--- src/rtl/neuron_mac.sv ---
// rtl/neuron_mac.sv - single-neuron multiply-accumulate with bias preload and output saturation
//
// Purpose: computes sat(bias + sum_k pixel[k] * weight[k]) over N_INPUTS pixels.
// Pixels arrive on a valid/ready stream; weights come from a synchronous ROM
// (1-cycle read latency) addressed by w_addr.
//
// Ports:
//   clk, rst             rising-edge clock, asynchronous active-high reset
//   start, bias          begin a neuron (honoured only when idle); bias sampled then
//   in_valid/in_ready    pixel stream handshake, in_data unsigned pixel
//   w_addr, w_data       weight ROM address out, signed weight back one cycle later
//   busy                 high from accepted start through the sum_valid cycle
//   sum, sum_valid       saturated signed result and its 1-cycle update strobe
module neuron_mac #(
  parameter int N_INPUTS = 784,
  parameter int PIX_W    = 8,
  parameter int WGT_W    = 8,
  parameter int OUT_W    = 22,
  parameter int ACC_W    = 28,
  parameter int ADDR_W   = 10
) (
  input  logic                     clk,
  input  logic                     rst,
  input  logic                     start,
  input  logic signed [OUT_W-1:0]  bias,
  input  logic                     in_valid,
  output logic                     in_ready,
  input  logic [PIX_W-1:0]         in_data,
  output logic [ADDR_W-1:0]        w_addr,
  input  logic signed [WGT_W-1:0]  w_data,
  output logic                     busy,
  output logic signed [OUT_W-1:0]  sum,
  output logic                     sum_valid
);

  localparam int PROD_W = PIX_W + WGT_W + 1;
  localparam logic [ADDR_W-1:0] LAST_IDX = ADDR_W'(N_INPUTS - 1);

  typedef enum logic [1:0] {IDLE, ACC, DRAIN, DONE} state_t;

  state_t                    state, state_next;
  logic [ADDR_W-1:0]         counter;
  logic [PIX_W-1:0]          pix_q;
  logic                      pv_q;
  logic signed [ACC_W-1:0]   acc;
  logic                      transfer;
  logic signed [PIX_W:0]     pix_s;
  logic signed [PROD_W-1:0]  prod;
  logic [ACC_W-OUT_W:0]      acc_top;
  logic                      acc_fits;
  logic signed [OUT_W-1:0]   acc_sat;

  assign w_addr   = counter;
  assign transfer = in_valid && in_ready;

  // Pixel is unsigned: a zero sign bit makes it a non-negative signed operand.
  assign pix_s = $signed({1'b0, pix_q});
  assign prod  = PROD_W'(pix_s) * PROD_W'(w_data);

  // The value fits in OUT_W when every bit above the output sign bit equals it.
  assign acc_top  = acc[ACC_W-1:OUT_W-1];
  assign acc_fits = (&acc_top) || !(|acc_top);
  assign acc_sat  = acc_fits ? acc[OUT_W-1:0]
                  : (acc[ACC_W-1] ? {1'b1, {(OUT_W-1){1'b0}}}
                                  : {1'b0, {(OUT_W-1){1'b1}}});

  always_comb begin
    state_next = state;
    in_ready   = 1'b0;
    case (state)
      IDLE: begin
        if (start) state_next = ACC;
      end
      ACC: begin
        in_ready = 1'b1;
        if (in_valid && (counter == LAST_IDX)) state_next = DRAIN;
      end
      DRAIN: begin
        // While pv_q is set the last product is still being added.
        if (!pv_q) state_next = DONE;
      end
      DONE: begin
        state_next = IDLE;
      end
      default: state_next = IDLE;
    endcase
  end

  always_ff @(posedge clk or posedge rst) begin
    if (rst) state <= IDLE;
    else     state <= state_next;
  end

  always_ff @(posedge clk or posedge rst) begin
    if (rst) begin
      counter   <= '0;
      pix_q     <= '0;
      pv_q      <= 1'b0;
      acc       <= '0;
      busy      <= 1'b0;
      sum       <= '0;
      sum_valid <= 1'b0;
    end else begin
      pv_q      <= transfer;
      sum_valid <= 1'b0;
      if (transfer) begin
        pix_q   <= in_data;
        counter <= counter + 1'b1;
      end
      if (state == IDLE && start) begin
        acc     <= ACC_W'(bias);
        counter <= '0;
        busy    <= 1'b1;
      end else if (pv_q) begin
        // w_data now belongs to the address that was presented with pix_q.
        acc <= acc + ACC_W'(prod);
      end
      if (state == DRAIN && !pv_q) begin
        sum       <= acc_sat;
        sum_valid <= 1'b1;
      end
      if (state == DONE) busy <= 1'b0;
    end
  end

endmodule

--- config.mk ---
export PLATFORM = sky130hd
export DESIGN_NAME = neuron_mac
export DESIGN_NICKNAME = d
export VERILOG_FILES = /design/src/rtl/neuron_mac.sv
export SDC_FILE = /design/constraint.sdc
export NUM_CORES = 1
export LEC_CHECK = 0
export CAP_MARGIN = 20
export CORE_AREA = 2 2 144 146
export DETAILED_ROUTE_END_ITERATION = 8
export DIE_AREA = 0 0 146 148
export GPL_TIMING_DRIVEN = 1
export PLACE_DENSITY = 0.58
export RECOVER_POWER = 25
export SYNTH_ARGS = -nofsm -noshare
export SYNTH_HDL_FRONTEND = slang
export SYNTH_SLANG_ARGS = --single-unit
--- constraint.sdc ---
create_clock -name clk -period 5.2 [get_ports clk]
set_input_delay 0.78 -clock clk [delete_from_list [all_inputs] [get_ports clk]]
set_output_delay 0.78 -clock clk [all_outputs]
set_load 0.01 [all_outputs]
==> results_dict.tcl <==
set metrics [dict create \
    ios 77 \
    min_period_over_period_pct 96.0 \
    crit_chain "clkdlybuf4s15_1 > buf_12 > buf_4 > nand2b_1 > fa_1 > inv_1 > fa_1 > inv_1 > fa_1 > inv_1 > fa_1 > ha_4 > ha_4 > nand2_2 > nor2_2 > buf_4 > buf_4 > buf_4 > buf_4 > buf_4 > a21oi_1 > xnor2_1 > o21ai_0" \
    critical_path_required_ns 5.43 \
    yosys_most_used_dff "dfrtp_1" \
    tns_ns 0 \
    whs_ns 0.515 \
    slowest_stage "fa_1" \
    die_area_mm2 0.0216 \
    timing.rr.end "acc[24]" \
    root_buffer "clkbuf_16" \
    cts_tree "yes" \
    viasPerCell 4.90 \
    drtIter0Drc 339 \
    first_pass_iters 4 \
    layout-drive-gt1-share_pct 12.7 \
    slew_headroom_pct -44.6 \
    synth_area_mm2 0.00695 \
    placed_area_mm2 0.00826 \
    dpl.hpwl_um 13900 \
    cts_max_level 3 \
    ys_warn_count 0 \
    synth_area_per_cell_um2 9.01 \
    antenna_cells 0 \
    critPathBufInv 11 \
    antenna_found_initial 0 \
    grt_pass1_wl_um 29200 \
    insertion_delay_ns 0.35 \
    ys_types 53 \
    wl_um 17700 \
    final_area_mm2 0.00876 \
    ff2ff_setup_slack_ns 0.32 \
    hold_class "flop to flop" \
    fmax_mhz 200 \
    arrival_ns 5.22 \
    area_growth_pct 26.1 \
    ant_nets 0 \
    overflow 0 \
    synth_fp_nets 962 \
    hold_violations 0 \
    drcViolationCount 0 \
    worst_path_most_repeated_cell "buf_4" \
    maxCapViolCount 1 \
    hold_end "busy" \
    crit_type "input pin to flop" \
    critPathMaxStageDelay_ns 0.54 \
    grt_usage_pct 17.0 \
    clockBufferDepth 2 \
    ys_async_sr_fraction_pct 100 \
    violations "max-capacitance violations, max-slew violations" \
    finish.net_count 1068 \
    synth_edf_count 0 \
    die_h_um 148 \
    reg2reg_depth 19 \
    routedWlPerCell_um 15.4 \
    seq_area_frac_synth_pct 26.3 \
    worstSetupStartpoint "w_data[7]" \
    fillers 2035 \
    grt_max_degree 53 \
    hp-start "busy" \
    io_buffers 76 \
    status "finished, violations left" \
    num_vias 5642 \
    worstReg2RegStart "pix_q[3]" \
    critPathTopFamily "adder cells" \
    final.setup_skew_ns 0.00966 \
    min_path_cells 2 \
    initial_core_util_pct 34.7 \
    finalCriticalPeriod_ns 4.99 \
    grt_pass1_vias 5624 \
    globalplace.congestion 0.876 \
    dpl.cell_count 1128 \
    path_clk_slew_ns 0.07 \
    clock_sinks 73 \
    worst_setup_path_end_kind "flop" \
    ys_seq_elements 73 \
    setup_viol 0 \
    worstMarginPinSlew_ns 2.16 \
    numCtsBuffers 9 \
    finalNonFillerCells 1152 \
    die_w_um 146 \
    rows 52 \
    synth_cells 771 \
    cts_hold_buf 0 \
    start_kind "input pin" \
    fp.coreArea_mm2 0.0200 \
    worstPathMaxFanout 5 \
    report.final.slew_viol_count 46 \
]
[state kept, by name, summed over array words and instances (netlist names)]
signal	count
acc	28
sum	22
w_addr	10
pix_q	8
state	2
busy	1
pv_q	1
sum_valid	1
[worst max path at each step]
stage | endpoint | cells past startpoint | slack [ns]
after floorplan | acc[23] | 16 | 0.10
after global placement | acc[20] | 20 | -0.56
after detailed placement | acc[27] | 18 | -0.64
after CTS | acc[27] | 19 | 0.002
after global routing | acc[17] | 18 | -0.006
final | acc[15] | 23 | 0.21
[layout make-up]
type,count,area (um^2),area share [%]
Inverter,78,298,3.40
Clock inverter,7,83.8,0.957
Timing Repair Buffer,131,1170,13.4
Multi-Input combinational cell,584,4820,55.0
Tap cell,270,338,3.86
Sequential cell,73,1830,20.9
Clock buffer,9,225,2.57
[cell usage after synthesis (10+ instances only)]
cell	instances	area, um^2
nand4_1	10	62.6
ha_1	98	1230
nand2_1	117	439
mux2i_1	14	140
dfrtp_1	73	1830
xnor2_1	15	131
and2_1	31	194
xor2_1	16	140
fa_1	51	1020
o21ai_0	36	180
inv_1	78	293
nor2_1	50	188
a21oi_1	62	310
clkbuf_1	24	90.1
[cells by family after synthesis]
family                     synth area share (%)
muxes                                      2.18
and+or+nand+nor                            16.6
xor gates and xnor gates                   3.91
buffers and inverters                      6.41
adders and majority gates                  32.3
AOI/OAI and AO/OA                          12.2
DFF                                        26.3
[worst min-delay path: cells and delay by family, from the launching register on]
family,cells,cell delay [ns]
flops,1,0.35
simple gates,2,0.13
[through the flow]
step           util (%)  setup slack (ns)
3_3_place_gp       41.2            -0.564
2_1_floorplan         -             0.101
6_report           43.7             0.207
4_1_cts            43.3           0.00242
5_1_grt            43.7          -0.00622
3_5_place_dp       41.2            -0.636
[placed cells by master, fill, tap and decap left out, types with 8 or more instances in the layout]
| master | synthesis | final |
|---|---|---|
| ha_1 | 98 | 91 |
| a21o_1 | 8 | 8 |
| buf_4 | 2 | 51 |
| xnor2_1 | 15 | 15 |
| nand2_1 | 117 | 115 |
| dfrtp_1 | 73 | 73 |
| clkdlybuf4s50_1 | 0 | 67 |
| o21ai_1 | 5 | 8 |
| mux2i_1 | 14 | 14 |
| clkbuf_16 | 0 | 9 |
| a21oi_1 | 62 | 60 |
| nand4_1 | 10 | 10 |
| xor2_1 | 16 | 16 |
| fa_1 | 51 | 48 |
| o21ai_0 | 36 | 32 |
| and2_1 | 31 | 30 |
| inv_1 | 78 | 76 |
| nor2_1 | 50 | 47 |
[metal layers]
metal	GRT usage, %	up-vias	share of wire [%]
met1	23.3	2777	48
li1	-	2760	-
met2	28.5	94	48
met5	0	-	0
met3	2.59	11	3.4
met4	3.79	0	0.94
[what timing repair did]
action,4_1_cts,5_1_grt
resized for setup,21,27
setup buffers,7,1
pin swaps,11,15
endpoints found under the setup margin,18,17
Power is not shown: default switching activity piles up to over one toggle a cycle in this logic, so the estimate is an artifact.
